## src/rtl/rd_fifo_burst_drain_pkg.sv

```systemverilog
// Shared types and elaboration helpers for the prefetch read-FIFO burst drain.
package rd_fifo_burst_drain_pkg;

    typedef enum logic [1:0] {
        S_IDLE  = 2'd0,
        S_FETCH = 2'd1,
        S_SHIFT = 2'd2,
        S_DONE  = 2'd3
    } burst_state_e;

    function automatic int lane_ratio(input int rd_w, input int out_w);
        return rd_w / out_w;
    endfunction

    function automatic bit lane_ratio_ok(input int rd_w, input int out_w);
        return (out_w > 0) && (rd_w >= out_w) && ((rd_w % out_w) == 0);
    endfunction

    function automatic int lane_cnt_width(input int r);
        return (r <= 1) ? 1 : $clog2(r);
    endfunction

endpackage

```

## src/rtl/rd_fifo_burst_unpack.sv

```systemverilog
// Holds one popped FIFO word and presents it lane by lane, LSB lane first.
import rd_fifo_burst_drain_pkg::*;

module rd_fifo_burst_unpack #(
    parameter int c_OUT_DATA_WIDTH = 8,
    parameter int c_LANES          = 4,
    parameter int c_LCW            = lane_cnt_width(c_LANES)
) (
    input  logic                                  rd_clk,
    input  logic                                  rd_rst,
    input  logic                                  load,
    input  logic [c_LANES*c_OUT_DATA_WIDTH-1:0]   word,
    input  logic                                  advance,
    output logic [c_LCW-1:0]                      lane,
    output logic                                  last_lane,
    output logic [c_OUT_DATA_WIDTH-1:0]           m_data
);

    logic [c_LANES-1:0][c_OUT_DATA_WIDTH-1:0] word_q;

    assign last_lane = (lane == c_LCW'(c_LANES - 1));

    // A reload wins over an advance: it happens exactly when the last lane
    // is accepted and the next word is popped in the same cycle.
    always_ff @(posedge rd_clk or posedge rd_rst) begin
        if (rd_rst) begin
            word_q <= '0;
            lane   <= '0;
        end else if (load) begin
            word_q <= word;
            lane   <= '0;
        end else if (advance) begin
            lane <= last_lane ? '0 : lane + c_LCW'(1);
        end
    end

    if (c_LANES == 1) begin : g_single
        assign m_data = word_q[0];
    end else begin : g_multi
        assign m_data = word_q[lane];
    end

endmodule

```

## src/rtl/rd_fifo_burst_drain.sv

```systemverilog
// Pops a requested number of words from a FWFT read FIFO and streams them out
// as narrower lanes on a valid/ready master, with end-of-burst marking.
import rd_fifo_burst_drain_pkg::*;

module rd_fifo_burst_drain #(
    parameter int c_RD_DATA_WIDTH  = 32,
    parameter int c_OUT_DATA_WIDTH = 8,
    parameter int c_LEN_WIDTH      = 12
) (
    input  logic                        rd_clk,
    input  logic                        rd_rst,
    input  logic                        burst_req,
    input  logic [c_LEN_WIDTH-1:0]      burst_len,
    input  logic                        abort,
    output logic                        burst_busy,
    output logic                        burst_done,
    output logic [c_LEN_WIDTH-1:0]      words_left,
    input  logic [c_RD_DATA_WIDTH-1:0]  fifo_rd_data,
    input  logic                        fifo_rd_vld,
    output logic                        fifo_rd_en,
    output logic [c_OUT_DATA_WIDTH-1:0] m_data,
    output logic                        m_valid,
    input  logic                        m_ready,
    output logic                        m_last
);

    localparam int R   = lane_ratio(c_RD_DATA_WIDTH, c_OUT_DATA_WIDTH);
    localparam int LCW = lane_cnt_width(R);

    if (!lane_ratio_ok(c_RD_DATA_WIDTH, c_OUT_DATA_WIDTH)) begin : g_bad_ratio
        $error("rd_fifo_burst_drain: read width must be a multiple of lane width");
    end

    burst_state_e   state;
    logic [LCW-1:0] lane_cnt;
    logic           last_lane;
    logic           beat_acc;
    logic           pop;
    logic           no_words;

    assign no_words = (words_left == '0);
    assign beat_acc = m_valid & m_ready;
    // The refill request in SHIFT is combinational from m_ready so the next
    // word lands in the same edge that retires the last lane: no bubble.
    assign fifo_rd_en = (state == S_FETCH) |
                        ((state == S_SHIFT) & m_ready & last_lane & ~no_words);
    assign pop    = fifo_rd_en & fifo_rd_vld;
    assign m_last = m_valid & (lane_cnt == LCW'(R - 1)) & no_words;

    rd_fifo_burst_unpack #(
        .c_OUT_DATA_WIDTH (c_OUT_DATA_WIDTH),
        .c_LANES          (R),
        .c_LCW            (LCW)
    ) u_unpack (
        .rd_clk    (rd_clk),
        .rd_rst    (rd_rst),
        .load      (pop),
        .word      (fifo_rd_data),
        .advance   (beat_acc),
        .lane      (lane_cnt),
        .last_lane (last_lane),
        .m_data    (m_data)
    );

    // A pop that coincides with abort still counts against words_left.
    always_ff @(posedge rd_clk or posedge rd_rst) begin
        if (rd_rst)
            words_left <= '0;
        else if ((state == S_IDLE) && burst_req && (burst_len != '0))
            words_left <= burst_len;
        else if (pop)
            words_left <= words_left - c_LEN_WIDTH'(1);
    end

    always_ff @(posedge rd_clk or posedge rd_rst) begin
        if (rd_rst) begin
            state      <= S_IDLE;
            burst_busy <= 1'b0;
            burst_done <= 1'b0;
            m_valid    <= 1'b0;
        end else if (abort && (state != S_IDLE)) begin
            state      <= S_IDLE;
            burst_busy <= 1'b0;
            burst_done <= 1'b0;
            m_valid    <= 1'b0;
        end else begin
            case (state)
                S_IDLE: if (burst_req) begin
                    burst_busy <= 1'b1;
                    if (burst_len != '0) begin
                        state <= S_FETCH;
                    end else begin
                        state      <= S_DONE;
                        burst_done <= 1'b1;
                    end
                end
                S_FETCH: if (pop) begin
                    state   <= S_SHIFT;
                    m_valid <= 1'b1;
                end
                S_SHIFT: if (beat_acc && last_lane) begin
                    if (no_words) begin
                        state      <= S_DONE;
                        m_valid    <= 1'b0;
                        burst_done <= 1'b1;
                    end else if (!pop) begin
                        state   <= S_FETCH;
                        m_valid <= 1'b0;
                    end
                end
                S_DONE: begin
                    state      <= S_IDLE;
                    burst_done <= 1'b0;
                    burst_busy <= 1'b0;
                end
                default: state <= S_IDLE;
            endcase
        end
    end

endmodule

```

## config.mk

```make
export PLATFORM = sky130hd
export DESIGN_NAME = rd_fifo_burst_drain
export DESIGN_NICKNAME = d
export VERILOG_FILES = /design/src/rtl/rd_fifo_burst_drain_pkg.sv /design/src/rtl/rd_fifo_burst_unpack.sv /design/src/rtl/rd_fifo_burst_drain.sv
export SDC_FILE = /design/constraint.sdc
export NUM_CORES = 1
export LEC_CHECK = 0
export CAP_MARGIN = 10
export CORE_MARGIN = 8
export CORE_UTILIZATION = 44
export DETAILED_ROUTE_END_ITERATION = 10
export PLACE_DENSITY = 0.74
export SLEW_MARGIN = 10
export SYNTH_ARGS = -nofsm -noshare
export SYNTH_HDL_FRONTEND = slang
export SYNTH_SLANG_ARGS = --single-unit
export TNS_END_PERCENT = 100
```

## constraint.sdc

```tcl
create_clock -name rd_clk -period 2.24 [get_ports rd_clk]
set_input_delay 0.224 -clock rd_clk [delete_from_list [all_inputs] [get_ports rd_clk]]
set_output_delay 0.224 -clock rd_clk [all_outputs]
set_load 0.05 [all_outputs]
```

==> results.md <==
- Slew @ Worst Pin: 0.523 ns
- Max VDD drop: 0.00101 V
- Antenna Cells: 0
- Clk network pwr share: 0.107
- I/O pin cnt: 75
- Internal: 0.00332 W
- Combinational fraction of design power: 0.596
- Cell Pwr Density: 1540 nW/um2
- Setup Skew: 0.00277 ns
- Number of antenna-violating nets in the routed design: 0
- Pwr Total: 0.00587 W
- Core box area: 5960 um2
- Net count, final: 371
- CTS Buf Count: 5
- Remaining DRCs: 0
- Hold Vio Cnt, Final: 0
- Cells after synthesis: 223
- Max-cap violations: 0
- Commonest non-fill, non-tap cell in the layout: clkdlybuf4s50_1
- Initial antenna violation count: 0
- Total nets after synthesis: 279
- Adder-cell share of the synthesized area: 0.0274
- XOR/XNOR Fraction of Synth Area: 0.0224
- Compound-Gate Fraction of Synth Area: 0.0713
- Synth Warn #: 0
- Unique masters post-synth: 40
- Pre-antenna DRT Iters: 4
- Vias in the first global route: 2219
- Status: completed
- Cts hold-fix bufs: 0
- Sequential area share after synthesis: 0.466
- Sequential power share: 0.297
- Mux cell area share after synthesis: 0.245
- Simple-gate portion of the synthesized area: 0.139
- Post-synth EDFFs: 0
- Hold Crit Class: input port to async pin
- Die H: 94.9 um
- Total GRT Usage: 0.154
- Routed via count: 2068
- Final Routed Wirelength: 6570 um
- P_sw: 0.00255 W
- Synthesized area: 2740 um2
- Top_reg_cell synth: dfrtp_1
- Iter 0 DRT Violations: 68
- Unrepaired setup endpoints after global routing: false
- Hold Slack: 0.248 ns
- DP HPWL: 5110 um
- Achievable Freq: 462 MHz
- Die footprint: 9010 um2
- DR WL/cell: 16.9 um
- Crit share post-route: 0.966
- Util after Layout: 0.639
- Initial Util: 0.460
- Largest net degree at the start of global routing: 32
- Leakage power: 1.58 nW
- Largest family of logic cells by synthesized area: multiplexers
- Worst Setup Start Kind: flip-flop
- Total Neg Setup Slack: 0 ns
- DR vias/cell: 5.30
- Relative slew slack: 0.651
- Final RePlAce weighted congestion: 0.875
- Port buffer count: 74
- Crit path arrival time: 1.94 ns
- CP Class: flip-flop to output pin
- Global-route wire length before repair: 10900 um
- Final setup violation count: 0
- Min Tclk post-route: 2.16 ns
- CTS tree: yes
- Share of layout cells above drive strength 1: 0.279
- CP Capture Type: output pin
- # H-tree levels: 2
- Overflow after GRT: 0
- Pins Over Slew Limit: 0
- Clock-pin slew on the worst setup and hold paths: 0.09 ns
- Mean post-synth cell area: 12.3 um2
- Die X: 94.9 um
- Ys async rst share: 1.00
- Area growth syn-to-layout: 39.0%
- CP Max Fanout: 6
- Most frequent cells in the layout: clkdlybuf4s50_1, dfrtp_1, mux2_4
- Synth Register Bits: 51
- Worst Path Required: 2.02 ns
- Worst-Skew Late Latency: 0.30 ns
- Clock root cell: clkbuf_8
- Clk sinks: 51
- Sw frac: 0.434
- Clock Tree Buf Depth: 2
- FP Rows: 28
metrics by stage:
stage          worst slack, ns  cell area, um2  std cells
2_1_floorplan           0.0118            2740        223
3_5_place_dp             0.175            3680        383
4_1_cts                 0.0304            3790        390
6_report                0.0758            3810        390
3_3_place_gp             0.212            3680        383
5_1_grt                 0.0207            3810        390
synth_stat cells, types with 3 or more instances:
cell / number / area share
inv_1: 8 / 0.011
nor4_1: 8 / 0.018
buf_6: 3 / 0.012
nand2_1: 17 / 0.023
clkbuf_1: 3 / 0.0041
mux4_2: 8 / 0.066
a21oi_1: 9 / 0.016
nand2b_1: 4 / 0.0091
mux2_4: 26 / 0.14
ha_1: 6 / 0.027
nand3_1: 5 / 0.0091
nor3_1: 9 / 0.016
or3_1: 4 / 0.0091
mux2_2: 8 / 0.033
nor2_1: 11 / 0.015
dfrtp_1: 51 / 0.47
xnor2_1: 7 / 0.022
o21ai_0: 8 / 0.015
sequential cells by signal, indices dropped and copies added, names as in the netlist:
signal,count
u_unpack.word_q,32
words_left,12
state,2
u_unpack.lane,2
burst_busy,1
burst_done,1
m_valid,1
worst max-delay path: stages (launching register included):
cell      delay (ns)
dfrtp_2         0.41
or4_4           0.57
nand3b_1        0.21
a41o_1          0.26
buf_4           0.19
routing by layer:
layer	share of wire	vias up	GRT usage
met5	0	-	0
met4	0.011	0	0.0429
met3	0.075	8	0.0484
met2	0.44	74	0.232
met1	0.47	982	0.207
li1	-	1004	-
area by class of cell:
class	instances	area, um2
clock inverter	2	37.5
multi-input combinational	157	1410
inverter	8	30.0
tap	75	93.8
timing repair buffer	92	888
clock buffer	5	68.8
fill	470	2150
sequential	51	1280
power by group through the flow:
stage | sequential [W] | combinational, W | clock (W)
CTS | 0.00174 | 0.00350 | 0.000650
global placement | 0.00173 | 0.00343 | 0
finish | 0.00174 | 0.00350 | 0.000627
detailed placement | 0.00175 | 0.00349 | 0
floorplan | 0.00213 | 0.00203 | 0
global route | 0.00180 | 0.00375 | 0.000682
cells by family after synthesis:
group / after synthesis
AO/OA/AOI/OAI: 31
XOR/XNOR: 7
adder cells (fa/ha/maj): 6
buffers and inverters: 15
flip-flops: 51
multiplexers: 43
AND/OR/NAND/NOR: 70
final timing paths:
check / slack (ns) / end / from / depth (start not counted)
worst max-delay path: 0.08 / fifo_rd_en / words_left[8] / 4
worst min register to register: 0.51 / u_unpack.word_q[19] / u_unpack.word_q[19] / 1
max in group asynchronous: 1.46 / words_left[1] / rd_rst / 3
min in group rd_clk: 0.48 / words_left[8] / burst_len[8] / 3
worst max register to register: 0.16 / u_unpack.word_q[1] / words_left[8] / 5
worst min-delay path: 0.25 / u_unpack.word_q[4] / rd_rst / 2
what timing repair did:
action	in CTS	in global routing
setup buffers	0	0
gates resized for setup	1	3
setup endpoints to repair	1	1
pin swaps	0	0
cloned	0	0
Power figures use the tool's default switching activity.
